===== config.mk =====
export PLATFORM = sky130hd
export DESIGN_NAME = pwm_duty_ramp_ctrl
export DESIGN_NICKNAME = d
export VERILOG_FILES = /design/src/rtl/pwm_duty_ramp_ctrl.sv
export SDC_FILE = /design/constraint.sdc
export NUM_CORES = 1
export LEC_CHECK = 0
export ABC_AREA = 1
export CORE_UTILIZATION = 49
export CTS_CLUSTER_SIZE = 30
export DETAILED_ROUTE_END_ITERATION = 12
export MAX_ROUTING_LAYER = met4
export PLACE_DENSITY = 0.85
export SYNTH_ARGS = -nofsm -noshare
export SYNTH_HDL_FRONTEND = slang
export SYNTH_SLANG_ARGS = --single-unit

===== constraint.sdc =====
create_clock -name clk -period 2.6 [get_ports clk]
set_clock_uncertainty 0.2 [all_clocks]
set_input_delay 0.52 -clock clk [delete_from_list [all_inputs] [get_ports clk]]
set_output_delay 0.52 -clock clk [all_outputs]
set_load 0.05 [all_outputs]

===== src/rtl/pwm_duty_ramp_ctrl.sv =====
// Soft-start duty sequencer for a PWM generator. It accepts a target duty over valid/ready
// and ramps the applied duty toward it in fixed steps, changing duty only on period boundaries.
module pwm_duty_ramp_ctrl #(
    parameter int DUTY_W       = 4,
    parameter int PERIOD       = 16,
    parameter int STEP_PERIODS = 2,
    parameter int STEP         = 1
) (
    input  logic              clk,
    input  logic              rst,
    input  logic              enable,
    input  logic              tgt_valid,
    input  logic [DUTY_W-1:0] tgt_duty,
    output logic              tgt_ready,
    output logic [DUTY_W-1:0] duty,
    output logic              period_start,
    output logic              busy,
    output logic              done,
    output logic [1:0]        state_dbg
);

    localparam int PC_W = (PERIOD > 1) ? $clog2(PERIOD) : 1;
    localparam int SC_W = (STEP_PERIODS > 1) ? $clog2(STEP_PERIODS) : 1;
    localparam logic [PC_W-1:0]   PC_LAST = PC_W'(PERIOD - 1);
    localparam logic [SC_W-1:0]   SC_LAST = SC_W'(STEP_PERIODS - 1);
    localparam logic [DUTY_W:0]   STEP_X  = (DUTY_W + 1)'(STEP);

    typedef enum logic [1:0] {
        S_OFF  = 2'd0,
        S_RAMP = 2'd1,
        S_HOLD = 2'd2
    } state_t;

    // Handshake: a target is transferred on any rising edge where tgt_valid && tgt_ready;
    // tgt_ready depends only on state, never on tgt_valid, so the offer may be held freely.
    state_t            state_q, state_d;
    logic [DUTY_W-1:0] duty_q, duty_d;
    logic [DUTY_W-1:0] target_q, target_d;
    logic [PC_W-1:0]   pcnt_q, pcnt_d;
    logic [SC_W-1:0]   scnt_q, scnt_d;
    logic              done_q, done_d;

    logic              accept;
    logic              period_end;
    logic              step_evt;
    logic [DUTY_W:0]   duty_x, tgt_x, up_sum, dn_diff, dn_floor;
    logic [DUTY_W-1:0] duty_step;

    assign accept     = tgt_valid && tgt_ready;
    assign period_end = enable && (pcnt_q == PC_LAST);
    assign step_evt   = period_end && (scnt_q == SC_LAST);

    // Widened arithmetic so a step past either end clamps to the target instead of wrapping.
    always_comb begin
        duty_x   = {1'b0, duty_q};
        tgt_x    = {1'b0, target_q};
        up_sum   = duty_x + STEP_X;
        dn_diff  = duty_x - STEP_X;
        dn_floor = tgt_x + STEP_X;
        duty_step = target_q;
        if (duty_q < target_q) begin
            duty_step = (up_sum >= tgt_x) ? target_q : up_sum[DUTY_W-1:0];
        end else if (duty_q > target_q) begin
            duty_step = (duty_x >= dn_floor) ? dn_diff[DUTY_W-1:0] : target_q;
        end
    end

    always_ff @(posedge clk or negedge rst) begin
        if (!rst) begin
            state_q <= S_OFF;
        end else begin
            state_q <= state_d;
        end
    end

    always_comb begin
        state_d = state_q;
        if (!enable) begin
            state_d = S_OFF;
        end else begin
            case (state_q)
                S_OFF:   state_d = (target_d != '0) ? S_RAMP : S_HOLD;
                S_RAMP:  if (step_evt && (duty_step == target_q)) state_d = S_HOLD;
                S_HOLD:  if (accept && (tgt_duty != duty_q)) state_d = S_RAMP;
                default: state_d = S_OFF;
            endcase
        end
    end

    always_comb begin
        tgt_ready    = (state_q != S_RAMP);
        busy         = (state_q == S_RAMP);
        period_start = enable && (pcnt_q == '0);
        duty         = duty_q;
        done         = done_q;
        state_dbg    = state_q;
    end

    // Datapath next-state; enable=0 wins over steps and acceptance but the target still latches.
    always_comb begin
        target_d = accept ? tgt_duty : target_q;

        pcnt_d = pcnt_q;
        if (!enable) begin
            pcnt_d = '0;
        end else begin
            pcnt_d = (pcnt_q == PC_LAST) ? '0 : pcnt_q + 1'b1;
        end

        scnt_d = scnt_q;
        if (!enable || accept) begin
            scnt_d = '0;
        end else if (period_end) begin
            scnt_d = (scnt_q == SC_LAST) ? '0 : scnt_q + 1'b1;
        end

        duty_d = duty_q;
        if (!enable || (state_q == S_OFF)) begin
            duty_d = '0;
        end else if ((state_q == S_RAMP) && step_evt) begin
            duty_d = duty_step;
        end

        done_d = 1'b0;
        if (enable) begin
            if ((state_q == S_RAMP) && step_evt && (duty_step == target_q)) begin
                done_d = 1'b1;
            end else if ((state_q == S_HOLD) && accept && (tgt_duty == duty_q)) begin
                done_d = 1'b1;
            end
        end
    end

    always_ff @(posedge clk or negedge rst) begin
        if (!rst) begin
            duty_q   <= '0;
            target_q <= '0;
            pcnt_q   <= '0;
            scnt_q   <= '0;
            done_q   <= 1'b0;
        end else begin
            duty_q   <= duty_d;
            target_q <= target_d;
            pcnt_q   <= pcnt_d;
            scnt_q   <= scnt_d;
            done_q   <= done_d;
        end
    end

endmodule

# Word-level counts from Yosys, hierarchy flattened
# Cells that the tools add are included.
# classes
addsub,5
magnitude_cmp,4
eq_ne,9
muxes,20
reduce_logical,19
# ops
op,count
$mux 4,9
$add 4x1->5 const B,2
$logic_and 1x1->1,10
$eq 4x4->1,2
$mux 2,4
$mux 1,6
$pmux 2 s3,1
$ge 4x5->1,1
$ge 5x4->1,1
$add 4x1->4 const B,1
$eq 4x4->1 const B,1
$gt 4x4->1,1
$logic_not 4->1,1
$lt 4x4->1,1
$ne 4x4->1,1
$reduce_bool 2->1,2
$reduce_bool 4->1,1
$sub 4x1->4 const B,1
$ne 3x2->1 const B,1
$ne 3x3->1 const B,1
$eq 2x1->1 const B,1
$eq 2x2->1 const B,1
$logic_not 2->1,1
$logic_or 1x1->1,2
other kinds (4),4
# word_totals
ff_bits,16
elab_cells,63

# Logic depth before layout (Yosys ltp)
# logic_depth
word_depth,10
ltp_mapped,20
depth_no_buf,19

# Least setup slack after synthesis
# OpenSTA, ideal clock, no wires.
# synth_timing
path_type,flip-flop to flip-flop
startpoint,reg duty_q[0] (netlist: duty[0])
endpoint,reg state_q[0] (netlist: state_dbg[0])
setup_time_ns,0.148
arrival_ns,2.651
required_time_ns,2.252
setup_slack_ns,-0.398
path_stages_with_launch,17
n_path_buf,0
period_less_slack_ns,2.998
path_cell_list,dfrtp_1 -> inv_1 -> ha_1 -> ha_1 -> nand2_1 -> inv_1 -> nand4_2 -> nand3_4 -> nand2_2 -> nand3_2 -> nand2_1 -> nand2_1 -> nand2_1 -> nor2_2 -> nand3_2 -> nand2_2 -> o41ai_1
# synth_between
elab_chain_len,8
# synth_lines
item,line_no,source
start: declaration,37,"logic [DUTY_W-1:0] duty_q, duty_d;"
start signal: assignment,142,duty_q <= duty_d;
$add 4x1->5 (tied with other cells),57,up_sum = duty_x + STEP_X;
$ge 5x4->1 or $mux 4 (tied branches),"62, 64",
"$mux 4, on equally long branches","62, 63",
$mux 4,61,if (duty_q < target_q) begin
$eq 4x4->1,83,S_RAMP: if (step_evt && (duty_step == target_q)) state_d = S_HOLD;
$logic_and 1x1->1,83,
$ne 3x2->1 (no line),--,
$reduce_and 2->1 (no line) (*),--,
end signal: assignment,72,state_q <= state_d;
end: declaration,36,"state_t state_q, state_d;"
# Every way passes the cells marked *; elsewhere a longest branch is shown, timed or not.
# A chain may end at the register's enable or synchronous reset.

# Worst setup path in the final report
# layout_timing
startpoint,reg duty_q[2] (netlist: duty[2])
endpoint,reg state_q[1] (netlist: state_dbg[1])
# Same word-level chain as after synthesis.

==> summary.txt <==
Input/output buffers: 17
Placed Instances: 298
Yosys cell types: 30
GRT Overall Usage: 25.93%
Area share of the largest cell type after synthesis: 24.06%
Crit path cell chain: buf_4 > buf_4 > ha_1 > nand2_1 > inv_1 > nand3_1 > nand3_4 > nand3_4 > nand2_1 > nand3_1 > nand2_2 > nand2_1 > nand2_1 > nor2_4 > nand3_2 > nand2_2 > nand3_2 > nand2_1
Vias in the first global route: 1508
Synthesized flop and latch total: 16
Fin. max-slew vios: 0
Worst path slowest cell: dfrtp_2
Pleak: 0.001071 uW
Max Buffers Root-to-Sink: 2
Post-synth ARST share: 100.0%
Largest net degree at the start of global routing: 17
CP Capture Type: register
Critical path required time: 2.57 ns
WL final: 4.495 mm
GR Overflow Total: 0
Critical path buffers and inverters: 3
Worst-Margin Slew: 0.7021 ns
Clk sink count: 16
Worst setup SP type: register
Post-synth EDFFs: 0
Met3 Resource Use GR: 3.896%
DR DRC count: 0
Cell Area, Synth: 1664 sq um
Post-route setup slack: -0.08676 ns
Synth Warn #: 0
Final cell count without fillers: 309
Via/cell ratio: 5.337
M1 GR Usage: 33.29%
CTS tree: done
Antenna cells: 0
Via count: 1649
Slew HR: 53.05%
H-tree depth: 1
Chip width: 60.28 um
IO Pins: 18
Most used flip-flop cell after synthesis: dfrtp_1
Min Tclk post-route: 2.687 ns
Most Crowded Layer GR: met2
Starting Density: 53.20%
Chip height: 60.28 um
Mapped Nets: 247
Synth area leaders: dfrtp_1, ha_1, nand2_1
Routed len/inst: 14.55 um
Layout Nets: 291
Insertion delay to the later sink of the worst-skew pair: 0.28 ns
DIE AREA: 3633 sq um
Max Cap Viol: 0
Largest fanout on the critical path: 7
Initial antenna violation count: 0
Layout area overhead: 33.38%
First-pass GRT wire length: 6.720 mm
Filler Cell Count: 245
Clock root cell: clkbuf_4
M2 GR Usage: 42.70%
Clk slew on worst S/H paths: 0.09 ns
Pre-CTS WS: -0.04028 ns
Final setup viols: 3
Status: complete, but fails checks
Share of layout cells above drive strength 1: 31.70%
Fin. Hold Viols: 0
Post-Synthesis Cells: 222
RSZ-0062 raised after global routing: yes
CP peak stage delay: 0.48 ns
FMAX: 372.2 MHz
Cell taking the most area after synthesis: dfrtp_1
Most frequent CP cell: nand2_1
Power density cells: 812.9 nW/um^2
Core area: 3128 sq um
Register area share after synthesis: 24.06%
Post-DP HPWL: 3.417 mm
Endpoint arrival time on the critical path: 2.66 ns
Critical path class: reg2reg
Final GP Congestion: 0.9771
Final critical-path share of the clock period: 103.3%
Hold Crit Class: reg2reg
Fin util: 70.96%
Failing checks: negative setup slack
Detailed Routing Iterations Pass 1: 4
Floorplan row count: 20
CTS buffer count: 3
Peak supply drop: 0.0006361 V
Initial drt markers: 84
Delay-heaviest family, CP: simple AND/OR/NAND/NOR gates
Synthesized area per cell: 7.496 sq um
Post-DRT Antenna Nets: 0
cell usage in the layout, fill, tap and decap left out, types with 5 or more instances in the layout:
cell             instances
o21ai_0                  5
nand2_2                 15
nand4_1                 11
nor2_1                  11
inv_1                   30
nand3_2                  8
nand2_1                 41
inv_2                    6
nand3_1                 20
ha_1                    13
dfrtp_2                  5
dfrtp_1                 10
clkdlybuf4s50_1         15
buf_4                   24
path summary, 6_finish.rpt:
path | cells past startpoint | endpoint | slack [ns] | startpoint
setup / recovery | 18 | state_dbg[1] | -0.09 | duty[2]
hold / removal | 1 | pcnt_q[0] | 0.30 | pcnt_q[0]
setup reg to reg | 18 | state_dbg[1] | -0.09 | duty[2]
hold reg to reg | 1 | pcnt_q[0] | 0.30 | pcnt_q[0]
max in group asynchronous | 1 | duty[0] | 1.24 | rst
min in group asynchronous | 1 | pcnt_q[3] | 0.45 | rst
cell type report:
| class | count | area [sq um] | area share (%) |
|---|---|---|---|
| tap | 44 | 55.05 | 2.480 |
| clock buffer | 4 | 26.28 | 1.184 |
| multi-input combinational | 166 | 1215 | 54.74 |
| timing repair buffer | 41 | 362.8 | 16.35 |
| sequential | 16 | 410.4 | 18.49 |
| inverter | 38 | 150.1 | 6.764 |
cell families (layout without fill, tap and decap cells):
group,count (synthesis),after routing,synth area share [%]
fa+ha+maj,17,17,12.78
simple gates,123,123,42.03
compound gates,16,16,5.639
xor+xnor,10,10,5.263
buf+inv,40,83,10.23
flops,16,16,24.06
synth_stat cells, types with 3 or more instances:
cell type / n
nand4_1: 11
nand2_2: 8
nor3_1: 3
inv_1: 31
nor2_1: 11
nand3_2: 9
nor2_4: 3
xnor2_1: 5
ha_1: 17
nand2_1: 48
o21ai_0: 5
inv_2: 6
nand3_4: 3
xor2_1: 5
dfrtp_1: 16
nand3_1: 20
timing repair:
| item | in CTS | in global routing |
|---|---|---|
| hold buffers | 0 | 0 |
| pin swaps | 2 | 10 |
| buffers inserted | 4 | 3 |
| endpoints found under the setup margin | 3 | 4 |
| gates resized for setup | 6 | 14 |
metrics by stage:
stage	hold slack [ns]	setup TNS, ns	power [uW]	area [sq um]
global route	0.3359	-0.5403	1922	2220
floorplan	0.02441	-0.01292	1222	1704
global placement	0.2769	0	1518	2044
finish	0.2968	-0.2012	1804	2220
CTS	0.3001	-0.0001041	1699	2126
detailed placement	0.2867	-0.07871	1538	2044
per-layer routing:
| layer | part of all wire [%] | routed length (um) | up-vias |
|---|---|---|---|
| met5 | 0 | 0 | - |
| met4 | 0.89 | 40 | 0 |
| met3 | 4.4 | 196 | 6 |
| met2 | 50 | 2233 | 45 |
| met1 | 45 | 2024 | 778 |
| li1 | - | - | 820 |
sequential cells by signal, indices dropped and copies added, names as in the netlist:
| register | cells |
|---|---|
| pcnt_q | 4 |
| duty | 4 |
| done | 1 |
| state_dbg | 2 |
| scnt_q | 1 |
| target_q | 4 |
report_power, final:
group / leakage [uW] / switching (uW) / internal, uW
logic: 0.000854 / 824 / 478
registers: 0.000201 / 71.4 / 298
clock network: 0.0000150 / 73.4 / 59.5
total: 0.00107 / 969 / 836
No activity file was read; power rests on OpenSTA's default activity.
